`config.mk`:
```
export PLATFORM = sky130hd
export DESIGN_NAME = quad_decoder
export DESIGN_NICKNAME = d
export VERILOG_FILES = /design/src/rtl/qdec_pkg.sv /design/src/rtl/quad_decoder_sync2.sv /design/src/rtl/quad_decoder.sv
export SDC_FILE = /design/constraint.sdc
export NUM_CORES = 1
export LEC_CHECK = 0
export ABC_AREA = 1
export BUFFER_PORTS_ARGS = -buffer_cell sky130_fd_sc_hd__clkbuf_2
export CELL_PAD_IN_SITES_DETAIL_PLACEMENT = 2
export CELL_PAD_IN_SITES_GLOBAL_PLACEMENT = 2
export CORE_UTILIZATION = 30
export CTS_CLUSTER_SIZE = 28
export DETAILED_ROUTE_END_ITERATION = 8
export PLACE_DENSITY_LB_ADDON = 0.1
export SYNTH_ARGS = -nofsm -noshare
export SYNTH_HDL_FRONTEND = slang
export SYNTH_SLANG_ARGS = --single-unit
```
`constraint.sdc`:
```
create_clock -name c -period 3.51 [get_ports c]
set_clock_uncertainty 0.1 [all_clocks]
set_input_delay 0.351 -clock c [delete_from_list [all_inputs] [get_ports c]]
set_output_delay 0.351 -clock c [all_outputs]
set_load 0.02 [all_outputs]
```
`src/rtl/qdec_pkg.sv`:
```
// Shared types and phase constants for the quadrature decoder.
package qdec_pkg;

  typedef enum logic {
    INIT  = 1'b0,
    TRACK = 1'b1
  } state_e;

  typedef logic [1:0] phase_t;

  // Forward (count-up) Gray sequence: 00 -> 01 -> 11 -> 10 -> 00
  localparam phase_t PH_00 = 2'b00;
  localparam phase_t PH_01 = 2'b01;
  localparam phase_t PH_11 = 2'b11;
  localparam phase_t PH_10 = 2'b10;

  function automatic phase_t fwd_next(input phase_t p);
    phase_t n;
    case (p)
      PH_00:   n = PH_01;
      PH_01:   n = PH_11;
      PH_11:   n = PH_10;
      default: n = PH_00;
    endcase
    return n;
  endfunction

endpackage

```
`src/rtl/quad_decoder_sync2.sv`:
```
// Single-bit two-flop synchronizer with asynchronous active-high reset.
module sync2 (
  input  logic clk_i,
  input  logic rst_i,
  input  logic d_i,
  output logic q_o
);

  logic meta_q;
  logic sync_q;

  always_ff @(posedge clk_i or posedge rst_i) begin
    if (rst_i) begin
      meta_q <= 1'b0;
      sync_q <= 1'b0;
    end else begin
      meta_q <= d_i;
      sync_q <= meta_q;
    end
  end

  assign q_o = sync_q;

endmodule

```
`src/rtl/quad_decoder.sv`:
```
// Quadrature encoder decoder: synchronizes A/B, tracks phase, counts position.
// Define GLITCH_FILTER_EN to require 3 identical synchronized samples before a phase is accepted.
module quad_decoder
  import qdec_pkg::*;
#(
  parameter int unsigned W = 4
) (
  input  logic         c,
  input  logic         r,
  input  logic         a,
  input  logic         b,
  input  logic         clr,
  output logic [W-1:0] o,
  output logic         dir,
  output logic         step,
  output logic         err
);

  localparam int unsigned FILL_W = 3;

  logic   a_s;
  logic   b_s;
  phase_t s_raw;
  phase_t s;

  sync2 u_sync_a (
    .clk_i (c),
    .rst_i (r),
    .d_i   (a),
    .q_o   (a_s)
  );

  sync2 u_sync_b (
    .clk_i (c),
    .rst_i (r),
    .d_i   (b),
    .q_o   (b_s)
  );

  assign s_raw = {a_s, b_s};

`ifdef GLITCH_FILTER_EN
  // Two extra history stages; INIT must wait for them to fill as well.
  localparam int unsigned FILL = 4;

  phase_t h1_q;
  phase_t h2_q;
  phase_t hold_q;
  logic   stable_c;

  assign stable_c = (s_raw == h1_q) && (h1_q == h2_q);
  assign s        = stable_c ? s_raw : hold_q;

  always_ff @(posedge c or posedge r) begin
    if (r) begin
      h1_q   <= PH_00;
      h2_q   <= PH_00;
      hold_q <= PH_00;
    end else begin
      h1_q   <= s_raw;
      h2_q   <= h1_q;
      hold_q <= s;
    end
  end
`else
  localparam int unsigned FILL = 2;

  assign s = s_raw;
`endif

  state_e            state_q;
  phase_t            prev_q;
  logic [FILL_W-1:0] fill_q;
  logic [W-1:0]      o_q;
  logic              dir_q;
  logic              step_q;
  logic              err_q;

  logic same_c;
  logic fwd_c;
  logic rev_c;

  assign same_c = (s == prev_q);
  assign fwd_c  = (s == fwd_next(prev_q));
  assign rev_c  = (prev_q == fwd_next(s));

  // Phase tracker; clr overrides only the count, dir/step still follow the step.
  always_ff @(posedge c or posedge r) begin
    if (r) begin
      state_q <= INIT;
      prev_q  <= PH_00;
      fill_q  <= '0;
      o_q     <= '0;
      dir_q   <= 1'b0;
      step_q  <= 1'b0;
      err_q   <= 1'b0;
    end else begin
      step_q <= 1'b0;
      err_q  <= 1'b0;
      case (state_q)
        INIT: begin
          if (fill_q == FILL_W'(FILL)) begin
            prev_q  <= s;
            state_q <= TRACK;
          end else begin
            fill_q <= fill_q + FILL_W'(1);
          end
        end
        TRACK: begin
          prev_q <= s;
          if (fwd_c) begin
            o_q    <= o_q + W'(1);
            dir_q  <= 1'b1;
            step_q <= 1'b1;
          end else if (rev_c) begin
            o_q    <= o_q - W'(1);
            dir_q  <= 1'b0;
            step_q <= 1'b1;
          end else if (!same_c) begin
            err_q <= 1'b1;
          end
        end
        default: state_q <= INIT;
      endcase
      if (clr) begin
        o_q <= '0;
      end
    end
  end

  assign o    = o_q;
  assign dir  = dir_q;
  assign step = step_q;
  assign err  = err_q;

endmodule
```
==> run metrics <==
unrepaired setup endpoints after global routing false; hold slack 0.0396 ns; Hold Fails Final Rpt 0; most common cell in the netlist nand2_1; CP required 3.59 ns; Pre-antenna DRT Iters 4; CP arrival slightly below 2 ns; Overflow after GRT 0; CTS tree yes; DRT antenna net count 0; crit-path max FO 6; Synth Area in Compound Gates 7.54%; area grow syn2layout 14.1%; H-tree Lvls 1; FFs w/ async S/R, synth 100%; Die Y-Extent 55.6 um; xor and xnor area share after synthesis 3.04%; final instance area ~1000 um2; fmax 0.532 GHz; Post-Synthesis Mean Instance Area 9.28 um2; worst min-delay path class input port to asynchronous set/reset pin; Clk Latency, worst-skew pair 0.29 ns; All-Layer GR Usage 13.6%; DR WL/cell 13.2 um; cells on worst reg2reg path 11; top cell type's share of synthesized area approximately half; setup violators final 0; Synth Area in Simple Gates 24.6%; launch point of the worst reg-to-reg path prev_q[0]; vias in the first global route about 670; Final GP Congestion 0.746; Net count, final 119; power per cell area 461 nW/um2; die width 55.6 um; Placed Area 957 um2; crit-path max cell delay 0.41 ns; area of the multi-input gates around 370 um2; ANT cells 0; top post-synthesis cells by area dfrtp_1 49%, nand2_1 12%, inv_1 7.0%; Post-CTS Setup Bufs 0; port bufs 11; final core occ 36.0%; CTS clock-pin slew for the worst setup and hold paths 0.11 ns; hold buffer count at CTS 0; Cell Chain, Critical Path inv_1 > nand2_1 > nand2_2 > nand2_4 > ha_1 > nand2_1 > nand2_1 > a21oi_1 > nand3_1 > nand3_2 > nand2_1; CORE AREA 2730 um2; max-slew violations 0; status finished, final reports clean; Max IR drop VDD 248 uV; worst-margin pin slew 0.695 ns; CTS Root Cell clkbuf_4; DRT Wirelength roughly 1800 um; Slew headroom 53.6%; register area share after synthesis 49.3%; Crit-path slowest cell dfrtp_1; total chip power 0.000454 W; Num CTS Buffers 3; Syn Inst Count 93; most common library cells after synthesis 27 x nand2_1, 17 x dfrtp_1, 16 x inv_1, 5 x nand2_4, 5 x o21ai_0; Syn Nets about 100; global-route wire length before repair around 3300 um; clk sink count 17; Die Area 3100 um2; Final Cycle Share 53.6%; post-synthesis mux area share 0%; Longest Clk Path Bufs 2; synthesized cell area 863 um2; Yosys reg bits 17; r2r setup slk 1.63 ns; Fillers 301; top cell type by total area after synthesis dfrtp_1; layout cell share with drive strength beyond 1 25.0%; synth warn 0; LEAKAGE 0.550 nW; endpoint class of the critical path flop; Setup Total Neg Slack 0 ns; Reg-to-Reg End o[3]; critical path class flop to flop; Crit path max-delay family simple AND/OR/NAND/NOR gates; DP HPWL 1440 um; Starting Density a little under a third; Post-synth top flop dfrtp_1; Synth Area in Adders 8.12%; Min Clock Period, post-route 1.88 ns; Netlist cell types 18; FF/Latch Area 425 um2; crit path from prev_q[0]; DRC 0; crit-path most repeated cell nand2_1; WP buf/inv 1; Ports 12; DR vias/cell 4.51; pin count of the biggest net entering global routing 18; row count 19; main combinational cell family by area after synthesis simple AND/OR/NAND/NOR gates; MaxCap Viol Count 0; Post-CTS Resized 0; initial DRC count 11; total number of vias 627; initial antenna violation count 0; crit path launch type flop; number of flops mapped to enable cells by yosys 0
==> registers in the layout (all words and copies together) (netlist names) <==
| signal | cells |
|---|---|
| dir | 1 |
| fill_q | 3 |
| u_sync_a.meta_q | 1 |
| err | 1 |
| u_sync_b.q_o | 1 |
| step | 1 |
| state_q | 1 |
| o | 4 |
| u_sync_a.q_o | 1 |
| prev_q | 2 |
| u_sync_b.meta_q | 1 |
==> cell usage in the layout (no fill, tap or decap), drive strengths merged <==
cell type,count
nand2,33
dfrtp,17
inv,17
clkbuf,14
o21ai,8
nand3,5
ha,4
nor2,3
xor2,2
a221oi,1
a21oi,1
xnor2,1
fa,1
clkinv,1
==> worst max path at each step <==
stage                end  slack (ns)  cells after the start
floorplan           o[3]        1.87                     11
global placement    o[3]        1.70                     11
detailed placement  o[3]        1.64                     11
CTS                 o[3]        1.62                     11
global route        o[3]        1.46                     11
finish              o[3]        1.63                     11
==> stage by stage <==
stage / setup WS [ns] / std cells
floorplan: 1.87 / 93
global placement: 1.70 / 135
detailed placement: 1.64 / 135
CTS: 1.62 / 139
global route: 1.46 / 139
finish: 1.63 / 139
==> routing by layer <==
layer | part of all wire [%] | global-route usage [%] | vias to the layer above
met5 | 0 | 0 | -
met4 | 0 | 3.21 | 0
met3 | 2.1 | 2.79 | 0
met2 | 47 | 21.2 | 6
met1 | 51 | 19.6 | 307
li1 | - | - | 314
==> power breakdown <==
part / internal, W / total (W) / switching, W
Sequential: 0.000212 / 0.000225 / 0.0000131
Combinational: 0.0000442 / 0.000124 / 0.0000793
Clock: 0.0000423 / 0.000105 / 0.0000625
==> kinds of logic after synthesis <==
group / after synthesis
buffers and inverters: 17
AO/OA/AOI/OAI: 10
flip-flops: 17
adder cells (fa/ha/maj): 5
AND/OR/NAND/NOR: 41
XOR/XNOR: 3
==> final cells by class <==
type,count,area share (%)
well taps,31,3.94
multi-input cells,59,38.0
inverters,17,6.48
clock inverters,1,0.508
repair buffers,11,5.59
flip-flops and latches,17,43.2
clock buffers,3,2.29
No activity file was read; power rests on OpenSTA's default activity.
